## src/rtl/bounding_box_finder.sv

```systemverilog
`default_nettype none
// ============================================================================
//  Module   : bounding_box_finder
//  Purpose  : Tracks the axis-aligned bounding box of the foreground (mask)
//             pixels in each frame and publishes it once per frame. The box
//             has an inclusive min corner and an exclusive max corner.
//  Revision : 1.0 - initial release
// ============================================================================
module bounding_box_finder #(
   parameter int H_ACTIVE   = 1280,
   parameter int V_ACTIVE   = 720,
   parameter int MIN_PIXELS = 16
) (
   input  logic        clk_in,
   input  logic        rst_n_in,
   input  logic [10:0] hcount_in,
   input  logic [9:0]  vcount_in,
   input  logic        valid_in,
   input  logic        mask_in,
   input  logic        new_frame_in,
   output logic [10:0] x_min_out,
   output logic [9:0]  y_min_out,
   output logic [10:0] x_max_out,
   output logic [9:0]  y_max_out,
   output logic [19:0] count_out,
   output logic        box_valid_out,
   output logic        frame_done_out
);

   localparam logic [0:0]  S_WAIT  = 1'b0;
   localparam logic [0:0]  S_ACCUM = 1'b1;

   localparam logic [10:0] c_h_active   = 11'(H_ACTIVE);
   localparam logic [9:0]  c_v_active   = 10'(V_ACTIVE);
   localparam logic [19:0] c_min_pixels = 20'(MIN_PIXELS);
   localparam logic [19:0] c_cnt_max    = 20'hF_FFFF;

   logic [0:0]  r_state;
   logic [0:0]  w_state_next;
   logic        w_accum_on;
   logic        w_publish;
   logic        w_qual;

   logic [10:0] r_xmin;
   logic [9:0]  r_ymin;
   logic [10:0] r_xmax;
   logic [9:0]  r_ymax;
   logic [19:0] r_cnt;
   logic        r_seen;

   logic [10:0] r_x_min;
   logic [9:0]  r_y_min;
   logic [10:0] r_x_max;
   logic [9:0]  r_y_max;
   logic [19:0] r_count;
   logic        r_box_valid;
   logic        r_frame_done;

   // A pixel contributes only when it is valid, foreground and inside the active area
   assign w_qual = valid_in && mask_in && (hcount_in < c_h_active) && (vcount_in < c_v_active);

   // State register
   always_ff @(posedge clk_in) begin
      if (!rst_n_in) r_state <= S_WAIT;
      else           r_state <= w_state_next;
   end

   // Next state: the first frame marker leaves WAIT; ACCUM is then permanent
   always_comb begin
      w_state_next = r_state;
      if (r_state == S_WAIT && new_frame_in) w_state_next = S_ACCUM;
   end

   // FSM outputs: accumulate in ACCUM, publish on every frame marker seen in ACCUM
   always_comb begin
      w_accum_on = 1'b0;
      w_publish  = 1'b0;
      if (r_state == S_ACCUM) begin
         w_accum_on = 1'b1;
         w_publish  = new_frame_in;
      end
   end

   // Accumulators; a pixel arriving with the frame marker seeds the new frame
   always_ff @(posedge clk_in) begin
      if (!rst_n_in) begin
         r_xmin <= '0;
         r_ymin <= '0;
         r_xmax <= '0;
         r_ymax <= '0;
         r_cnt  <= '0;
         r_seen <= 1'b0;
      end else if (new_frame_in) begin
         r_xmin <= w_qual ? hcount_in : 11'd0;
         r_ymin <= w_qual ? vcount_in : 10'd0;
         r_xmax <= w_qual ? hcount_in : 11'd0;
         r_ymax <= w_qual ? vcount_in : 10'd0;
         r_cnt  <= w_qual ? 20'd1 : 20'd0;
         r_seen <= w_qual;
      end else if (w_accum_on && w_qual) begin
         if (!r_seen) begin
            r_xmin <= hcount_in;
            r_ymin <= vcount_in;
            r_xmax <= hcount_in;
            r_ymax <= vcount_in;
            r_cnt  <= 20'd1;
            r_seen <= 1'b1;
         end else begin
            if (hcount_in < r_xmin) r_xmin <= hcount_in;
            if (vcount_in < r_ymin) r_ymin <= vcount_in;
            if (hcount_in > r_xmax) r_xmax <= hcount_in;
            if (vcount_in > r_ymax) r_ymax <= vcount_in;
            if (r_cnt != c_cnt_max) r_cnt <= r_cnt + 20'd1;
         end
      end
   end

   // Publish registers; max edges become exclusive (+1 cannot overflow the port width)
   always_ff @(posedge clk_in) begin
      if (!rst_n_in) begin
         r_x_min      <= '0;
         r_y_min      <= '0;
         r_x_max      <= '0;
         r_y_max      <= '0;
         r_count      <= '0;
         r_box_valid  <= 1'b0;
         r_frame_done <= 1'b0;
      end else begin
         r_frame_done <= w_publish;
         if (w_publish) begin
            r_count <= r_cnt;
            if (r_seen && (r_cnt >= c_min_pixels)) begin
               r_x_min     <= r_xmin;
               r_y_min     <= r_ymin;
               r_x_max     <= r_xmax + 11'd1;
               r_y_max     <= r_ymax + 10'd1;
               r_box_valid <= 1'b1;
            end else begin
               r_x_min     <= '0;
               r_y_min     <= '0;
               r_x_max     <= '0;
               r_y_max     <= '0;
               r_box_valid <= 1'b0;
            end
         end
      end
   end

   assign x_min_out      = r_x_min;
   assign y_min_out      = r_y_min;
   assign x_max_out      = r_x_max;
   assign y_max_out      = r_y_max;
   assign count_out      = r_count;
   assign box_valid_out  = r_box_valid;
   assign frame_done_out = r_frame_done;

endmodule
`default_nettype wire

```

## config.mk

```make
export PLATFORM = sky130hd
export DESIGN_NAME = bounding_box_finder
export DESIGN_NICKNAME = d
export VERILOG_FILES = /design/src/rtl/bounding_box_finder.sv
export SDC_FILE = /design/constraint.sdc
export NUM_CORES = 1
export LEC_CHECK = 0
export CAP_MARGIN = 5
export CORE_MARGIN = 3
export CORE_UTILIZATION = 52
export CTS_CLUSTER_DIAMETER = 120
export DETAILED_ROUTE_END_ITERATION = 8
export GPL_TIMING_DRIVEN = 0
export MAX_ROUTING_LAYER = met4
export PLACE_DENSITY = 0.8
export RECOVER_POWER = 25
export SYNTH_ARGS = -nofsm -noshare
export SYNTH_HDL_FRONTEND = slang
export SYNTH_SLANG_ARGS = --single-unit
export TNS_END_PERCENT = 30
```

## constraint.sdc

```tcl
create_clock -name clk_in -period 4.39 [get_ports clk_in]
set_clock_uncertainty 0.1 [all_clocks]
set_input_delay 0.439 -clock clk_in [delete_from_list [all_inputs] [get_ports clk_in]]
set_output_delay 0.439 -clock clk_in [all_outputs]
set_load 0.01 [all_outputs]
```

==> results_dict.tcl, run 1 <==
set metrics [dict create \
    status "finished clean" \
    reg2reg_depth 8 \
    timing.rr.end "r_ymin[2]" \
    p_sw_mw 0.663 \
    yosysTopAreaCell "dfxtp_1" \
    finalWirelength_um 16500 \
    rows 39 \
    crit_path_end "r_ymin[2]" \
    clockPowerShare_pct 46.6 \
    clock_sinks 128 \
    cts_setup_buffers 0 \
    ys.flop_type "dfxtp_1" \
    yosysWarnings 0 \
    regToRegSetupSlack_ns 2.01 \
    power_mw 2.73 \
    wl_per_cell_um 17.0 \
    drt-initial-drc-count 467 \
    grt_use_total_pct 26.3 \
    finalSetupViolCount 0 \
    fp.dieW_um 117 \
    start_kind "input pin" \
    power_density_nw_per_um2 344 \
    r2r_start "r_ymin[7]" \
    cts_tree "yes" \
    clockRootBuffer "clkbuf_16" \
    path_cells "clkdlybuf4s50_1, ha_1, a211oi_1, nor2_1, nor4_1, o21a_1, buf_2, mux2i_1" \
    grt_pass1_vias 5494 \
    initial_core_util_pct 54.5 \
    portBuffers 88 \
    combinationalPowerShare_pct 9.2 \
    cts_resized 0 \
    crit_required_ns 4.64 \
    vias 5484 \
    period_share_pct 57.6 \
    drc 0 \
    cts_hold_buf 0 \
    antenna_found_initial 0 \
    sw_frac_of_total_pct 24.2 \
    ir_worst_vdd_mv 0.246 \
    cp_slowest_stage_delay_ns 0.52 \
    max_cap_viol_count 0 \
    clk_pin_slew_ns 0.05 \
    numCtsBuffers 17 \
    final_util_pct 68.1 \
    core_um2 11700 \
    crit_family "buffers and inverters" \
    synth-async-reset-ratio_pct 0 \
    grt_pass1_wl_um 27000 \
    synth_cell_types 50 \
    p_leak_nw 3.05 \
    seqPwrFrac_pct 44.2 \
    diodes 0 \
    firstDrtPassIters 8 \
    grt_overflow 0 \
    area_growth_pct 24.9 \
    syn-cell-area_um2 6350 \
    final.setup.tns_ns 0 \
    gp_congestion 0.909 \
    netlist.area_leader.share_pct 40.3 \
    dp_hpwl_um 12100 \
    yosysMostFrequentCell "dfxtp_1" \
    yosys-top-cells-count "dfxtp_1 (128), nand2_1 (116), inv_1 (48)" \
    intPower_mw 2.07 \
    crit_arrival_ns 2.78 \
    h-tree-depth 4 \
    cp_slowest_cell "clkdlybuf4s50_1" \
    period_needed_ns 2.53 \
    fp.dieH_um 117 \
    postSynthAreaPerCell_um2 8.99 \
    dpl_cell_area_um2 7410 \
    crit_buf_inv 2 \
    seq_area_frac_synth_pct 40.3 \
    crit_path_max_fanout 10 \
    worst_pin_slew_ns 0.616 \
    nNetsFinal 884 \
    ys_ff_latch 128 \
    drive_gt1_share_pct 7.02 \
    final_antenna_net_count 0 \
    rsz0062_at_grt "false" \
    end_kind "flop" \
    synth_nets 777 \
    die_area_um2 13600 \
    relSlewSlack_pct 58.9 \
    io_pins 90 \
    netlist_top_cells_area "dfxtp_1 (40%), ha_1 (8.7%), nand2_1 (6.9%)" \
    maxSlewViolCount 0 \
    synthCells 707 \
    dp_cells 938 \
    critPathLaunch "vcount_in[7]" \
    fmax_mhz 395 \
    finalInstanceArea_um2 7940 \
    cts_buffer_depth 2 \
    grt_start_max_net_pins 17 \
    hold_viol 0 \
    viasPerCell 5.66 \
    cp.depth 8 \
    crit_type "in2reg" \
    worstHoldPathType "reg2reg" \
    fin_cells 969 \
    clk_latency_ns 0.43 \
    synth_edf_count 0 \
]
## worst register-to-register path: cells and delay by family, from the launching register on
kind | cells | cell delay [ns]
flip-flops | 1 | 0.39
multiplexers | 1 | 0.25
AO/OA/AOI/OAI | 2 | 0.40
AND/OR/NAND/NOR | 2 | 0.49
adder cells (fa/ha/maj) | 1 | 0.30
buffers and inverters | 2 | 0.38
## layout make-up
type,instances,area (µm²)
clock buffers,24,462
well taps,143,179
fillers,944,3720
clock inverters,7,62.6
repair buffers,88,881
plain buffers,35,168
inverters,48,180
multi-input cells,496,3440
flip-flops and latches,128,2560
## power by group through the flow
stage / Combinational (mW) / Clock (mW) / Sequential, mW
2_1_floorplan: 0.162 / 0 / 1.22
3_3_place_gp: 0.235 / 0 / 1.23
3_5_place_dp: 0.244 / 0 / 1.23
4_1_cts: 0.249 / 1.29 / 1.21
5_1_grt: 0.279 / 1.34 / 1.21
6_report: 0.252 / 1.28 / 1.21
## per-stage QoR
stage | setup slack, ns | hold slack [ns]
after floorplan | 2.35 | 0.335
after detailed placement | 1.49 | 0.358
after CTS | 1.91 | 0.365
final | 1.86 | 0.358
after global routing | 1.73 | 0.388
after global placement | 1.56 | 0.342
## placed cells by master, fill, tap and decap left out, types with 3 or more instances in the layout
master           instances
nor4_1                   5
buf_4                    3
nor2_1                  32
nand3_2                  7
nor2b_1                 40
clkbuf_1                28
a22oi_1                 37
o21a_1                   3
o21ai_0                 11
inv_1                   48
and3_1                   9
a211oi_1                 6
dlygate4sd3_1           45
mux2i_1                 31
clkdlybuf4s50_1         43
nand2_1                116
clkbuf_16               17
xor2_1                  16
ha_1                    44
a21o_1                   3
nand4_1                 15
nand3_1                 20
a21oi_1                 12
xnor2_1                 19
a21boi_0                20
clkinv_2                 5
a32o_1                  11
dfxtp_1                128
nor3_1                  10
buf_2                    8
## registers in the layout, summed over array words and instances (netlist names)
name            flops
frame_done_out      1
x_max_out          11
x_min_out          11
box_valid_out       1
y_min_out          10
y_max_out          10
r_ymax             10
r_seen              1
r_xmax             11
r_ymin             10
r_xmin             11
count_out          20
r_state             1
r_cnt              20
## cell families (layout without fill, tap and decap cells)
kind of cell,after synthesis,in the layout,share of synthesized area [%]
AO/OA/AOI/OAI,115,115,13.8
XOR/XNOR,35,35,4.82
adder cells (fa/ha/maj),44,44,8.66
buffers and inverters,83,202,5.47
flip-flops,128,128,40.3
multiplexers,31,31,4.88
AND/OR/NAND/NOR,271,271,22.0
## worst min path at each step
stage	from	endpoint	slack [ns]	cells after the start
final	count_out[15]	count_out[15]	0.36	2
after global routing	count_out[15]	count_out[15]	0.39	2
after CTS	count_out[4]	count_out[4]	0.37	2
after detailed placement	count_out[4]	count_out[4]	0.36	2
after global placement	x_max_out[7]	x_max_out[7]	0.34	2
after floorplan	r_ymax[8]	r_ymax[8]	0.33	2
## per-layer routing
| layer | wire [µm] | vias up | global-route usage [%] |
|---|---|---|---|
| met5 | 0 | - | - |
| met4 | 322 | 0 | 11.5 |
| met3 | 1040 | 29 | 7.15 |
| met2 | 8120 | 169 | 41.8 |
| met1 | 7000 | 2622 | 31.3 |
| li1 | - | 2664 | - |
(Power assumes the default switching activity.)
==> run 2, diff against run 1 <==
- CORE_UTILIZATION: 52 -> 50
- clock period: 4.39 -> 2.3 ns (I/O delays scaled with it)
==> run 2 against run 1 <==
Global-route usage is 1.8 points lower. Core utilization down 2.2 points. Worst hold slack worse by 0.21 ns. Flip-flop and latch count is the same. Sequential power is 91% higher. Final cell count up 2.6%. Critical path type is now reg2reg. Critical endpoint is now r_xmax[6].
==> results_dict.tcl, run 2 (synthesized netlist as in run 1, its figures left out) <==
set metrics [dict create \
    clockRootBuffer "clkbuf_16" \
    p_leak_nw 2.92 \
    h-tree-depth 4 \
    crit_path_max_fanout 10 \
    drive_gt1_share_pct 7.75 \
    crit_arrival_ns 2.45 \
    io_pins 90 \
    drt-initial-drc-count 416 \
    r2r_start "r_xmax[8]" \
    fp.dieW_um 119 \
    status "finished clean" \
    final.setup.tns_ns 0 \
    fin_cells 994 \
    initial_core_util_pct 52.0 \
    crit_required_ns 2.51 \
    end_kind "flop" \
    post-place-ws_ns -0.374 \
    cts_tree "yes" \
    clk_latency_ns 0.42 \
    fp.dieH_um 119 \
    dp_cells 963 \
    period_needed_ns 2.24 \
    maxSlewViolCount 0 \
    p_sw_mw 1.26 \
    drc 0 \
    rsz0062_at_grt "true" \
    rows 40 \
    grt_overflow 0 \
    vias 5557 \
    final_antenna_net_count 0 \
    numCtsBuffers 17 \
    diodes 0 \
    grt_use_total_pct 24.5 \
    cts_hold_buf 0 \
    ir_worst_vdd_mv 0.376 \
    cts_setup_buffers 0 \
    worstHoldPathType "in2reg" \
    antenna_found_initial 0 \
    die_area_um2 14100 \
    hold_viol 0 \
    worst_pin_slew_ns 0.606 \
    fmax_mhz 446 \
    final_common_cell "dfxtp_1" \
    grt_pass1_wl_um 27400 \
    grt_start_max_net_pins 17 \
    power_density_nw_per_um2 664 \
    critPathLaunch "r_xmax[8]" \
    num-fill-cells 986 \
    gp_congestion 0.924 \
    combinationalPowerShare_pct 9.0 \
    relSlewSlack_pct 59.6 \
    portBuffers 88 \
    viasPerCell 5.59 \
    dp_hpwl_um 11900 \
    clk_pin_slew_ns 0.05 \
    crit_type "reg2reg" \
    cts_buffer_depth 2 \
    period_share_pct 97.4 \
    finalSetupViolCount 0 \
    nNetsFinal 884 \
    wl_per_cell_um 16.5 \
    firstDrtPassIters 5 \
    max_cap_viol_count 0 \
    final_cell_mix "dfxtp_1 (128), nand2_1 (116), clkdlybuf4s50_1 (87), inv_1 (48), ha_1 (44)" \
    intPower_mw 4.08 \
    clockPowerShare_pct 47.8 \
    seqPwrFrac_pct 43.2 \
    core_um2 12200 \
    sw_frac_of_total_pct 23.6 \
    finalWirelength_um 16400 \
    seq_area_um2 2560 \
    clock_sinks 128 \
    grt_pass1_vias 5594 \
    multiInputGateArea_um2 3460 \
    hold_start "hcount_in[8]" \
    start_kind "flop" \
    area_growth_pct 26.5 \
    worst_slack_ns 0.0600 \
]
[run 2: through the flow]
stage | power, mW | utilization, % | area, µm² | hold slack (ns)
finish | 5.34 | 65.8 | 8040 | 0.150
global route | 5.51 | 65.8 | 8040 | 0.141
CTS | 5.34 | 65.6 | 8010 | 0.319
detailed placement | 2.82 | 61.0 | 7450 | 0.348
global placement | 2.80 | 61.0 | 7450 | 0.343
floorplan | 2.65 | - | 6350 | 0.269
[run 2: power by group through the flow]
stage	Combinational [mW]	Sequential (mW)	Clock [mW]
6_report	0.483	2.31	2.55
3_5_place_dp	0.467	2.35	0
4_1_cts	0.472	2.30	2.57
3_3_place_gp	0.446	2.35	0
2_1_floorplan	0.308	2.34	0
5_1_grt	0.538	2.31	2.67
[run 2: worst paths after layout]
path	slack, ns	to	cells after the start
max	0.06	r_xmax[6]	9
min	0.15	r_xmin[8]	3
max reg2reg	0.06	r_xmax[6]	9
min reg2reg	0.36	x_max_out[9]	2
[run 2: worst max-delay path, stage by stage, from the launching register on]
cell and delay [ns]:
dfxtp_1 0.37, inv_1 0.09, ha_1 0.30, a21oi_1 0.15, nor2_1 0.07, a2111oi_2 0.27
o21a_1 0.20, nor2_1 0.08, buf_2 0.21, a32o_1 0.28
[run 2: metal layers]
| layer | part of all wire, % | vias up | wire [µm] | GRT usage, % |
|---|---|---|---|---|
| met1 | 43 | 2664 | 7120 | 29.3 |
| met4 | 2.5 | 0 | 403 | 10.4 |
| met5 | 0 | - | 0 | - |
| li1 | - | 2663 | - | - |
| met2 | 49 | 198 | 8000 | 40.2 |
| met3 | 5.6 | 32 | 918 | 5.12 |
[run 2: timing repair]
item	4_1_cts	5_1_grt
endpoints found under the hold margin	0	0
gates resized for setup	0	10
setup endpoints to repair	0	40
[run 2: area by class of cell]
class | count | share of cell area [%]
clock buffers | 26 | 6.33
flip-flops and latches | 128 | 31.9
well taps | 168 | 2.61
multi-input cells | 496 | 43.1
inverters | 48 | 2.24
clock inverters | 5 | 0.654
repair buffers | 88 | 11.0
plain buffers | 35 | 2.21
